### config.mk
export PLATFORM = sky130hd
export DESIGN_NAME = day6_product_accumulator_flat
export DESIGN_NICKNAME = d
export VERILOG_FILES = /design/src/rtl/day6_product_accumulator_if.sv /design/src/rtl/day6_product_accumulator.sv /design/src/flat_wrapper.sv
export SDC_FILE = /design/constraint.sdc
export NUM_CORES = 1
export LEC_CHECK = 0
export BUFFER_PORTS_ARGS = -buffer_cell sky130_fd_sc_hd__buf_4
export CAP_MARGIN = 20
export CORE_ASPECT_RATIO = 0.6
export CORE_UTILIZATION = 45
export DETAILED_ROUTE_END_ITERATION = 7
export PLACE_DENSITY_LB_ADDON = 0.08
export SYNTH_ARGS = -nofsm -noshare
export SYNTH_HDL_FRONTEND = slang
export SYNTH_SLANG_ARGS = --single-unit
### constraint.sdc
create_clock -name clk -period 2.9 [get_ports clk]
set_input_delay 0.145 -clock clk [delete_from_list [all_inputs] [get_ports clk]]
set_output_delay 0.145 -clock clk [all_outputs]
set_load 0.01 [all_outputs]
### src/rtl/day6_product_accumulator_if.sv
// Product-stream / result-stream bundle between the multiplier, the
// accumulator and whatever consumes the dot-product results.
// The master side feeds products and consumes results; the slave side is the
// accumulator itself.
interface day6_product_accumulator_if #(
   parameter int PROD_W = 8,
   parameter int ACC_W  = 10,
   parameter int CNT_W  = 2
);

   logic              clear;
   logic [PROD_W-1:0] prod_in;
   logic              in_valid;
   logic              in_ready;
   logic [ACC_W-1:0]  sum_out;
   logic              out_valid;
   logic              out_ready;
   logic [CNT_W-1:0]  beat_cnt;

   modport master (
      output clear,
      output prod_in,
      output in_valid,
      output out_ready,
      input  in_ready,
      input  sum_out,
      input  out_valid,
      input  beat_cnt
   );

   modport slave (
      input  clear,
      input  prod_in,
      input  in_valid,
      input  out_ready,
      output in_ready,
      output sum_out,
      output out_valid,
      output beat_cnt
   );

endinterface

### src/rtl/day6_product_accumulator.sv
// Accumulate half of the MAC datapath: sums N_TERMS consecutive unsigned
// products from the multiplier into one dot-product result, then holds that
// result on the output port until the consumer takes it.
// Two states: ACCUM gathers products, DONE parks the finished result. While
// parked, no new products are taken, so a result is never overwritten or lost.
module day6_product_accumulator #(
   parameter int PROD_W  = 8,
   parameter int N_TERMS = 4,
   parameter int ACC_W   = PROD_W + $clog2(N_TERMS),
   parameter int CNT_W   = $clog2(N_TERMS)
) (
   input logic                       clk,
   input logic                       reset,
   day6_product_accumulator_if.slave bus
);

   localparam logic [0:0] ST_ACCUM = 1'b0;
   localparam logic [0:0] ST_DONE  = 1'b1;

   localparam logic [CNT_W-1:0] LAST_BEAT = CNT_W'(N_TERMS - 1);

   logic [0:0]       r_state;
   logic [ACC_W-1:0] r_acc;
   logic [CNT_W-1:0] r_beatCnt;
   logic [ACC_W-1:0] r_sumOut;
   logic             r_outValid;

   logic             w_inReady;
   logic             w_accept;
   logic             w_lastBeat;
   logic [ACC_W-1:0] w_prodExt;
   logic [ACC_W-1:0] w_accNext;

   // Ready depends only on state, clear and reset, never on in_valid, so the
   // upstream multiplier can look at it without forming a combinational loop.
   always_comb begin
      w_inReady  = (r_state == ST_ACCUM) && !bus.clear && !reset;
      w_accept   = bus.in_valid && w_inReady;
      w_lastBeat = (r_beatCnt == LAST_BEAT);
      w_prodExt  = ACC_W'(bus.prod_in);
      w_accNext  = r_acc + w_prodExt;
   end

   // Group sequencing: add accepted products, close the group on the last
   // beat, and park the result in DONE until the consumer handshakes it.
   // sum_out is deliberately left alone on the output handshake so it keeps
   // showing the last result until the next group overwrites it.
   always_ff @(posedge clk) begin
      if (reset) begin
         r_state    <= ST_ACCUM;
         r_acc      <= '0;
         r_beatCnt  <= '0;
         r_sumOut   <= '0;
         r_outValid <= 1'b0;
      end else if (r_state == ST_ACCUM) begin
         if (bus.clear) begin
            r_acc     <= '0;
            r_beatCnt <= '0;
         end else if (w_accept) begin
            if (w_lastBeat) begin
               r_sumOut   <= w_accNext;
               r_outValid <= 1'b1;
               r_acc      <= '0;
               r_beatCnt  <= '0;
               r_state    <= ST_DONE;
            end else begin
               r_acc     <= w_accNext;
               r_beatCnt <= r_beatCnt + CNT_W'(1);
            end
         end
      end else begin
         if (r_outValid && bus.out_ready) begin
            r_outValid <= 1'b0;
            r_state    <= ST_ACCUM;
         end
      end
   end

   assign bus.in_ready  = w_inReady;
   assign bus.sum_out   = r_sumOut;
   assign bus.out_valid = r_outValid;
   assign bus.beat_cnt  = r_beatCnt;

endmodule
### src/flat_wrapper.sv
// flat-port wrapper written by rule: the top's interface ports become plain ports
module day6_product_accumulator_flat 
#(
   parameter int PROD_W  = 8,
   parameter int N_TERMS = 4,
   parameter int ACC_W   = PROD_W + $clog2(N_TERMS),
   parameter int CNT_W   = $clog2(N_TERMS)
)
  (clk, reset, bus_clear, bus_prod_in, bus_in_valid, bus_out_ready, bus_in_ready, bus_sum_out, bus_out_valid, bus_beat_cnt);
  day6_product_accumulator_if #(.PROD_W(PROD_W), .ACC_W(ACC_W), .CNT_W(CNT_W)) bus_i ();
  input logic clk;
  input logic reset;
  input wire logic [$bits(bus_i.clear)-1:0] bus_clear;
  input wire logic [$bits(bus_i.prod_in)-1:0] bus_prod_in;
  input wire logic [$bits(bus_i.in_valid)-1:0] bus_in_valid;
  input wire logic [$bits(bus_i.out_ready)-1:0] bus_out_ready;
  output wire logic [$bits(bus_i.in_ready)-1:0] bus_in_ready;
  output wire logic [$bits(bus_i.sum_out)-1:0] bus_sum_out;
  output wire logic [$bits(bus_i.out_valid)-1:0] bus_out_valid;
  output wire logic [$bits(bus_i.beat_cnt)-1:0] bus_beat_cnt;
  assign bus_i.clear = bus_clear;
  assign bus_i.prod_in = bus_prod_in;
  assign bus_i.in_valid = bus_in_valid;
  assign bus_i.out_ready = bus_out_ready;
  assign bus_in_ready = bus_i.in_ready;
  assign bus_sum_out = bus_i.sum_out;
  assign bus_out_valid = bus_i.out_valid;
  assign bus_beat_cnt = bus_i.beat_cnt;
  day6_product_accumulator #(.PROD_W(PROD_W), .N_TERMS(N_TERMS), .ACC_W(ACC_W), .CNT_W(CNT_W)) u_core (.clk(clk), .reset(reset), .bus(bus_i));
endmodule
== Word-level counts from Yosys, hierarchy flattened ==
Index checks and enable logic that the tools add are counted.

* Output and inout port bits: 14
* Flip-flop bits (word level): 24
* RAM bits: 0
* Input port bits: 13
* Bits in latches: 0
* ROM bits: 0
* Word-level logic and storage cells: 40
* Memories: 0

* Equal/unequal tests: 3
* Shift-type cells: 0
* $mul: 0
* Add/subtract/negate cells: 2
* Reduce and logical (&&, ||, !) cells: 12
* Mux-type cells: 16
* Div/mod/pow operators: 0
* $lt $le $gt $ge: 0
* Bitwise operators: 2

{| class="wikitable"
|+ Operators by type and width
! kind !! count
|-
| $mux 10 || 3
|-
| $add 10x8->10 || 1
|-
| $mux 1 || 10
|-
| $reduce_and 4->1 || 2
|-
| $mux 2 || 3
|-
| $reduce_bool 2->1 || 3
|-
| $logic_and 1x1->1 || 4
|-
| $add 2x1->2 const B || 1
|-
| $eq 2x2->1 const B || 1
|-
| $logic_not 1->1 || 2
|-
| $ne 2x1->1 const B || 1
|-
| $ne 2x2->1 const B || 1
|-
| $not 1->1 || 2
|-
| $reduce_and 2->1 || 1
|}

== Depth between registers and ports, before layout ==
Gate-level depths: netlist (run 1).

* Depth after elaboration: 7
* Mapped depth: 6

== Worst setup path before layout (run 1) ==
No wires, ideal clock.

* Path type: register -> register
* Start point: reg u_core.r_acc[0]
* End point: reg u_core.r_acc[8]
* Period minus slack after synthesis: 1.653 ns
* Data required time: 2.821 ns
* Setup slack: 1.247 ns
* Cell stages (with the launch flop): 7
* Arrival: 1.574 ns
* Library setup time: 0.079 ns
* Cells stage by stage: dfxtp_1 ha_1 fa_1 nand3_1 a211oi_2 or2_2 o211ai_1

* Word-level cells in the longest chain between the ends: 4

{| class="wikitable"
|+ Ends and longest elaborated chain
! what !! RTL line !! RTL
|-
| from (decl) || day6_product_accumulator.sv:23 || <nowiki>logic [ACC_W-1:0] r_acc;</nowiki>
|-
| from (signal assigned) || day6_product_accumulator.sv:67 || <nowiki>r_acc <= w_accNext;</nowiki>
|-
| $add 10x8->10 || day6_product_accumulator.sv:41 || <nowiki>w_accNext = r_acc + w_prodExt;</nowiki>
|-
| $mux 10 || day6_product_accumulator.sv:60 || <nowiki>if (w_lastBeat) begin</nowiki>
|-
| $mux 10 || day6_product_accumulator.sv:59 || <nowiki>end else if (w_accept) begin</nowiki>
|-
| $mux 10 || day6_product_accumulator.sv:56 || <nowiki>if (bus.clear) begin</nowiki>
|}

No other way between the ends. The select of a mux whose other input is x is not followed.
A chain may end at the register's enable or synchronous reset.

== Final worst setup path (run 1) ==
Same ends and word-level chain as after synthesis.

==> metrics, run 1 <==
Die X=72.1 µm; vias in the first global route=approximately 1100; hold depth=4; FP Rows=14; sequential element share of the synthesized area=36.3%; total core area=about 2600 µm²; max cap viols=0; Min-Delay Endpoint=u_core.bus.out_valid; Least-Margin Pin Slew=between 0.9 and 1 ns; critical path type=flop to flop; Crit path required time=3.09 ns; htree depth=1; worst vdd ir=about 0.00031 V; Yosys reg bits=24; Cells after Synth=roughly 150; Relative slew margins=37.3%; Main synth FF type=dfxtp_1; storage element area=just under 500 µm²; TritonRoute pass-1 iters=4; largest net degree at the start of global routing=27; wire length per cell=about 15 µm; Critical Path Sink Type=flop; first-pass GRT wire length=approximately 5400 µm; Worst EP arrival=around 2.0 ns; RSZ-0062 raised after global routing=false; Post-Syn Area=around 1300 µm²; CTS clk-pin slew, worst paths=0.08 ns; diode count=0; clock sinks=24; run status=complete, no violations; Worst setup SP type=flop; fin crit share=63.0%; Die Span Y=44.0 µm; post-route ant nets=0; HPWL Detailed=about 2400 µm; crit path max fanout=4; R2R Setup Slk=approximately 1.1 ns; area growth from synthesis to layout=19.7%; Worst Min Path Start=bus_out_ready; Post-synth EDFFs=0; Starting DRT DRC Count=51; Setup TNS=0 ns; die footprint=about 3200 µm²; Lkg Pwr=just over 0.0006 µW; post-synth cell types=40; share of cells above drive strength 1=a little over a fifth; clk_skew=between 0.003 and 0.004 ns; Filler cells=242; Hold Path Class=primary input to flop; Tmin final=roughly 1.8 ns; clock latency at the later pin of the worst-skew pair=~0.27 ns; path depth of the worst reg2reg path=6; setup violators final=0; Routability Congestion=~0.86; Num CTS Buffers=3; io pins=27; initial antenna violation count=0; All-Layer GR Usage=a little under a quarter; post-CTS sizing=0; fin. max-slew vios=0; CTS tree=done; Final Hold Slack=~0.16 ns; YS warnings=0; total grt overflow=0; I/O Buffers=26; final hold violation count=0; hold_buf cts=0; Syn Nets=around 170; Cell Pwr Density=397 nW/µm²; Multi-input gate area=roughly 800 µm²; asr flop ratio synth=0%; Reg2Reg Capture Point=u_core.r_acc[8]; clk root buf=clkbuf_8; Max Fclk=0.547 GHz; Synth Area per Inst=8.95 µm²; residual DRC count=0; FF-to-FF Start=u_core.r_acc[0]; initial core utilization=between 50% and 60%; final wirelength=~3200 µm; Setup Fix Bufs, Post-CTS=0; Final nets=~200; vias per inst=5.80; CTS Buffer Depth=2; vias post-DR=around 1200
==> per-stage QoR <==
step / std cells / power, µW / cell area (µm²) / worst slack [ns] / utilization [%]
final: 212 / 630 / 1590 / 1.07 / 60.0
after floorplan: 148 / 404 / 1330 / 1.25 / -
after global routing: 212 / 660 / 1590 / 0.973 / 60.0
after global placement: 209 / 433 / 1550 / 1.20 / 58.4
after CTS: 212 / 635 / 1590 / 1.07 / 60.0
after detailed placement: 209 / 437 / 1550 / 1.09 / 58.4
==> critical path, stage by stage, from the launching register on <==
cell      delay [ns]
dfxtp_1         0.32
ha_1            0.22
fa_1            0.42
nand3_1         0.18
a211oi_2        0.13
or2_2           0.31
o211ai_1        0.18
==> synthesized netlist by cell type, drive strengths merged (2+ instances only) <==
cell / instances / area share [%]
inv: 3 / 0.85
a22oi: 3 / 1.7
o21ai: 8 / 3.0
xor2: 2 / 1.3
nand3: 4 / 1.9
a211oi: 3 / 2.1
nor2: 9 / 2.5
ha: 9 / 8.5
a21o: 2 / 1.1
buf: 3 / 1.3
nor3: 6 / 3.1
clkbuf: 2 / 0.57
a21boi: 2 / 1.1
o31ai: 6 / 3.4
or2: 2 / 0.94
o211ai: 5 / 3.2
and3b: 2 / 1.3
a21oi: 12 / 4.8
nand3b: 14 / 7.9
nand2: 13 / 3.7
dfxtp: 24 / 36
o21a: 3 / 1.7
==> report_power, final <==
group	total [µW]	switching, µW	internal (µW)	leakage [µW]
clock network	200	106	93.1	0.0000216
logic	92.9	52.9	40.0	0.000407
registers	338	3.57	334	0.000194
==> state kept, by name, indices dropped and copies added (netlist names) <==
name,flops
u_core.bus.beat_cnt,2
u_core.bus.sum_out,10
u_core.r_state,1
u_core.r_acc,10
u_core.bus.out_valid,1
==> cell type report <==
| class | count | area share [%] |
|---|---|---|
| multi-input combinational | 116 | 50.9 |
| sequential | 24 | 30.3 |
| clock buffer | 3 | 2.60 |
| tap | 40 | 3.15 |
| inverter | 3 | 0.710 |
| timing repair buffer | 26 | 12.3 |
==> how the worst max path moves through the flow <==
stage | from | to | slack, ns | cells past startpoint
finish | u_core.r_acc[0] | u_core.r_acc[8] | 1.07 | 6
global route | u_core.r_acc[0] | u_core.r_acc[8] | 0.97 | 6
CTS | u_core.r_acc[0] | u_core.r_acc[8] | 1.07 | 6
detailed placement | u_core.r_acc[0] | u_core.r_acc[8] | 1.09 | 6
global placement | u_core.r_acc[0] | u_core.r_acc[8] | 1.20 | 6
floorplan | u_core.r_acc[0] | u_core.r_acc[8] | 1.25 | 6
==> cell families after synthesis <==
kind of cell    synth area share (%)
compound gates                  25.4
buf+inv                         2.74
simple gates                    22.9
xor+xnor                        1.98
flops                           36.3
mux                            0.755
fa+ha+maj                       10.0
==> routing by layer <==
metal	global-route usage (%)	share of wire (%)	vias up
met5	0	0	-
met4	5.49	0.59	0
met3	5.47	6.0	4
met2	36.4	43	41
met1	32.0	50	586
li1	-	-	599
==> placed cells by master, fill, tap and decap left out, types with 2 or more instances in the layout <==
master / instances
buf_4: 26
dfxtp_1: 24
nand3b_1: 14
nand2_1: 13
a21oi_1: 11
nor2_1: 9
ha_1: 9
o21ai_0: 8
o31ai_1: 6
nor3_1: 5
o211ai_1: 4
nand3_1: 3
o21a_1: 3
inv_1: 3
a22oi_1: 3
clkbuf_8: 3
a211oi_1: 2
a21o_1: 2
xor2_1: 2
a21boi_0: 2
and3b_1: 2
Power figures use the tool's default switching activity.
==> inputs of run 2 (changes only) <==
==> constraint.sdc (replaced) <==
create_clock -name clk -period 1.5 [get_ports clk]
set_input_delay 0.075 -clock clk [delete_from_list [all_inputs] [get_ports clk]]
set_output_delay 0.075 -clock clk [all_outputs]
set_load 0.01 [all_outputs]
==> run 2 against run 1 <==
- the flow now finishes with violations (negative setup slack)
- via count is 3.3% higher
- global-route usage is 0.92 points higher
- total power is 120% higher
- utilization is 11 points higher
- sequential share of layout area is 4.2 points lower
- sequential cell count stayed put
- first-iteration DRC count is 33% higher
- cell count is 6.1% higher
- largest cell class unchanged
- highest routed layer unchanged
==> metrics, run 2 (synthesis results as in run 1) <==
run status=complete, but fails checks; failing checks=negative setup slack; initial core utilization=approximately half; CTS tree=done; Least-Margin Pin Slew=approximately 0.97 ns; Lkg Pwr=roughly 0.00069 µW; Post-Place Cell Area=roughly 1700 µm²; storage element area=488 µm²; Routability Congestion=between 0.8 and 0.9; Filler cells=slightly above 200; diode count=0; initial antenna violation count=0; CTS clk-pin slew, worst paths=about 0.090 ns; vias post-DR=roughly 1300; HPWL Detailed=between 2000 and 2500 µm; total grt overflow=0; clock sinks=24; Multi-input gate area=between 900 and 1000 µm²; Die Span Y=roughly 44 µm; Starting DRT DRC Count=68; Reg2Reg Capture Point=u_core.r_acc[8]; slowest CP cell=fa_2; TritonRoute pass-1 iters=4; Relative slew margins=between 30% and 40%; detailed-routed wire length on met2=approximately 1600 µm; Worst setup SP type=flop; RSZ-0062 raised after global routing=true; All-Layer GR Usage=roughly a quarter; worst vdd ir=0.000388 V; max cap viols=0; final wirelength=about 3500 µm; R2R Setup Slk=-0.08 ns; Worst EP arrival=roughly 1.8 ns; area growth from synthesis to layout=41.0%; Die X=slightly above 70 µm; top sig layer=met4; Cell Pwr Density=about 730 nW/µm²; vias in the first global route=roughly 1200; post-route ant nets=0; leading cell type in the layout, fill and taps excluded=buf_4; I/O Buffers=26; clk_skew=between 0.002 and 0.003 ns; Worst Min Path Start=reset; hold_buf cts=0; critical path type=flop to flop; total core area=roughly 2600 µm²; Num CTS Buffers=3; htree depth=1; post-place setup slack=-0.123 ns; met1 wire length=around 1600 µm; most frequent cells in the layout=38 x buf_4, 18 x dfxtp_1, 14 x nand3b_1; crit path max fanout=4; path depth of the worst reg2reg path=6; hold depth=2; final hold violation count=0; die footprint=~3200 µm²; Critical Path Sink Type=flop; wire length per cell=roughly 16 µm; Min-Delay Endpoint=u_core.r_state; CTS Buffer Depth=2; clock latency at the later pin of the worst-skew pair=between 0.2 and 0.3 ns; setup violators final=5; slowest stage delay, CP=just under 0.4 ns; design area=1870 µm²; clk root buf=clkbuf_8; FP Rows=14; Final nets=209; met3 wire len=308 µm; fin crit share=105%; final std cells w/o fill=225; Hold Path Class=primary input to flop; share of cells above drive strength 1=between 40% and 50%; Placed Cells=about 220; FF-to-FF Start=u_core.r_acc[0]; crit-path cells=ha_4, fa_2, nand3_4, a211oi_4, or2_4, o211ai_1; residual DRC count=0; first-pass GRT wire length=5600 µm; Max Fclk=0.633 GHz; vias per inst=~5.6; largest net degree at the start of global routing=21; io pins=27; Tmin final=between 1.5 and 2 ns; fin. max-slew vios=0; Final WS setup=-0.0792 ns; Crit path required time=1.69 ns
==> run 2: cell count changes in the layout (fill, tap and decap cells not counted), moves of 2 or more <==
| cell | delta |
|---|---|
| a21boi_2 | +2 |
| nor3_2 | +2 |
| a211oi_1 | -2 |
| o21ai_1 | +2 |
| buf_4 | +12 |
| a21boi_0 | -2 |
| dfxtp_2 | +6 |
| ha_1 | -8 |
| o21ai_0 | -2 |
| nor3_1 | -2 |
| dfxtp_1 | -6 |
| ha_4 | +8 |
==> run 2: worst max path at each step <==
stage / start / to / depth (start not counted)
floorplan: u_core.r_acc[0] / u_core.r_acc[8] / 6
global placement: u_core.r_acc[6] / u_core.bus.sum_out[7] / 5
detailed placement: u_core.r_acc[6] / u_core.bus.sum_out[7] / 5
CTS: u_core.r_acc[0] / u_core.bus.sum_out[8] / 6
global route: u_core.r_acc[0] / u_core.bus.sum_out[6] / 6
finish: u_core.r_acc[0] / u_core.r_acc[8] / 6
==> run 2: repair_timing <==
| item | CTS | global route |
|---|---|---|
| resized for setup | 22 | 10 |
| setup endpoints to repair | 13 | 14 |
| setup buffers | 0 | 0 |
| pin swaps | 16 | 13 |
==> run 2: layer usage <==
layer  GRT usage, %  up-vias
met5              0        -
li1               -      620
met1           31.8      590
met2           38.5       55
met4           8.63        0
met3           5.69        6
==> run 2: power by group <==
part	internal [µW]	switching [µW]	total, µW
Sequential	648	10.5	658
Clock	235	212	447
Combinational	128	129	257
Total	1010	352	1360
==> run 2: cell type report <==
class | count | share of cell area (%)
Clock buffer | 4 | 2.95
Inverter | 3 | 0.603
Multi-Input combinational cell | 116 | 52.4
Sequential cell | 24 | 26.1
Tap cell | 40 | 2.68
Timing Repair Buffer | 38 | 15.3
==> run 2: worst max-delay path: cells and delay by family (launching register included) <==
kind	cells	cell delay [ns]
adder cells (fa/ha/maj)	2	0.56
flip-flops	1	0.35
AND/OR/NAND/NOR	2	0.34
AO/OA/AOI/OAI	2	0.25
==> run 2: per-stage QoR <==
step                      power, µW  hold WS [ns]  TNS [ns]  util [%]
after CTS                      1350        0.0269    -0.161      68.9
final                          1360        0.0280    -0.209      70.6
after detailed placement        872         0.315    -0.755      63.0
after global routing           1420        0.0254    -0.877      70.6
after floorplan                 786         0.181         0         -
after global placement          868         0.308    -0.244      63.0
==> inputs of run 3 (changes only) <==
--- a/config.mk
+++ b/config.mk
@@ -5,11 +5,11 @@
 export SDC_FILE = /design/constraint.sdc
 export NUM_CORES = 1
 export LEC_CHECK = 0
-export BUFFER_PORTS_ARGS = -buffer_cell sky130_fd_sc_hd__buf_4
 export CAP_MARGIN = 20
 export CORE_ASPECT_RATIO = 0.6
 export CORE_UTILIZATION = 45
 export DETAILED_ROUTE_END_ITERATION = 7
+export DONT_BUFFER_PORTS = 1
 export PLACE_DENSITY_LB_ADDON = 0.08
 export SYNTH_ARGS = -nofsm -noshare
 export SYNTH_HDL_FRONTEND = slang
==> run 3 against run 2 <==
- the run ends with negative hold slack, negative setup slack left
- register-to-register slack better by 0.02 ns
- clock skew down 0.00052 ns
- via count down 5.4%
- clock power down 15%
- largest power group unchanged
==> metrics, run 3 (synthesis results as in run 1) <==
run status=complete, but fails checks; failing checks=negative hold slack, negative setup slack; FP Rows=14; switching fraction of total power=about 25%; Cell Pwr Density=roughly 720 nW/µm²; Hold Path Class=primary input to flop; CTS clk-pin slew, worst paths=roughly 0.08 ns; path depth of the worst reg2reg path=7; worst vdd ir=between 0.0004 and 0.0005 V; final std cells w/o fill=approximately 200; Worst setup SP type=flop; initial antenna violation count=0; max cap viols=0; Util after Layout=66.0%; RSZ-0062 raised after global routing=true; final wirelength=3450 µm; initial core utilization=50.1%; Routability Congestion=about 0.75; Internal=about 940 µW; R2R Setup Slk=-0.06 ns; HPWL Detailed=between 2000 and 2500 µm; Max Fclk=0.642 GHz; I/O Buffers=0; Die Span Y=~44 µm; Reg2Reg Capture Point=u_core.r_acc[2]; vias per inst=between 5 and 6; Least-Margin Pin Slew=roughly 1.0 ns; Post-Place Cell Area=1470 µm²; FF-to-FF Start=u_core.r_acc[0]; part of the power in combinational logic=approximately 18%; Sw Pwr=between 300 and 400 µW; Relative slew margins=approximately 31%; Final WS setup=-0.0570 ns; Worst EP arrival=between 1.5 and 2 ns; vias post-DR=about 1200; clock latency at the later pin of the worst-skew pair=0.27 ns; fin. max-slew vios=0; Placed Cells=about 200; Final nets=189; CTS Buffer Depth=2; clk_skew=between 0.002 and 0.0025 ns; die footprint=~3200 µm²; residual DRC count=0; CTS tree=done; share of cells above drive strength 1=between 30% and 40%; diode count=0; Starting DRT DRC Count=71; clock sinks=24; htree depth=1; Crit path required time=around 1.7 ns; crit path to=u_core.r_acc[2]; clk root buf=clkbuf_8; critical path type=flop to flop; Setup TNS=-0.260 ns; TritonRoute pass-1 iters=4; Lkg Pwr=between 0.0005 and 0.0006 µW; leading cell type in the layout, fill and taps excluded=dfxtp_1; area growth from synthesis to layout=31.8%; most frequent cells in the layout=19 x dfxtp_1, 16 x buf_4, 14 x nand3b_1; Die X=72.1 µm; power share of the clock group=30.2%; Num CTS Buffers=3; vias in the first global route=around 1200; final hold violation count=15; total grt overflow=0; crit path launch=u_core.r_acc[0]; Final Hold Slack=-0.133 ns; first-pass GRT wire length=around 5700 µm; post-route ant nets=0; Critical Path Sink Type=flop; total core area=~2600 µm²; setup violators final=9; largest net degree at the start of global routing=27; All-Layer GR Usage=approximately 24%; fin crit share=104%; design area=approximately 1700 µm²; wire length per cell=around 17 µm; Tmin final=approximately 1.6 ns; hold_buf cts=1; io pins=27; Sequential Power Share=approximately 52%; crit path max fanout=2
[run 3: cell count changes in the layout (fill, tap and decap cells not counted), sizes merged]
cell and change:
dlygate4sd3 +1, clkbuf -1, buf -21
[run 3: how the worst min path moves through the flow]
stage               startpoint              end  cells past startpoint
global placement         reset  u_core.r_acc[0]                      1
detailed placement       reset  u_core.r_acc[0]                      1
global route             reset  u_core.r_acc[1]                      1
floorplan                reset     bus_in_ready                      1
CTS                      reset  u_core.r_acc[0]                      1
finish                   reset  u_core.r_acc[0]                      1
[run 3: final cells by class]
type	count	area, µm²
inverter	3	11.3
tap	40	50.0
sequential	24	487
timing repair buffer	18	141
multi-input combinational	116	1020
clock buffer	3	41.3
fill	213	898
[run 3: critical path: stages, from the launching register on]
cell	delay [ns]
dfxtp_2	0.34
ha_4	0.16
fa_2	0.37
buf_4	0.15
buf_6	0.11
xor2_2	0.14
a22oi_2	0.13
nor2_1	0.05
[run 3: power groups by stage]
stage	Clock [µW]	Sequential [µW]	Combinational [µW]
3_3_place_gp	0	667	155
2_1_floorplan	0	668	118
6_report	380	657	221
3_5_place_dp	0	667	159
5_1_grt	420	658	239
4_1_cts	398	654	195
[run 3: metrics by stage]
step           worst slack (ns)  total power [µW]
2_1_floorplan           0.00548               786
3_3_place_gp             -0.133               821
3_5_place_dp             -0.161               826
4_1_cts                 -0.0252              1250
5_1_grt                  -0.132              1320
6_report                -0.0570              1260
[run 3: routing by layer]
| metal | vias up | share of wire [%] | wire length, µm | global-route usage [%] |
|---|---|---|---|---|
| li1 | 582 | - | - | - |
| met1 | 558 | 49 | 1690 | 32.3 |
| met5 | - | 0 | 0 | 0 |
| met3 | 8 | 7.7 | 266 | 9.11 |
| met4 | 0 | 1.2 | 43 | 8.63 |
| met2 | 55 | 42 | 1460 | 36.6 |
[run 3: repair_timing]
item,4_1_cts,5_1_grt
endpoints found under the setup margin,13,17
endpoints found under the hold margin,20,13
pin swaps,11,14
setup buffers,3,1
gates resized for setup,20,18
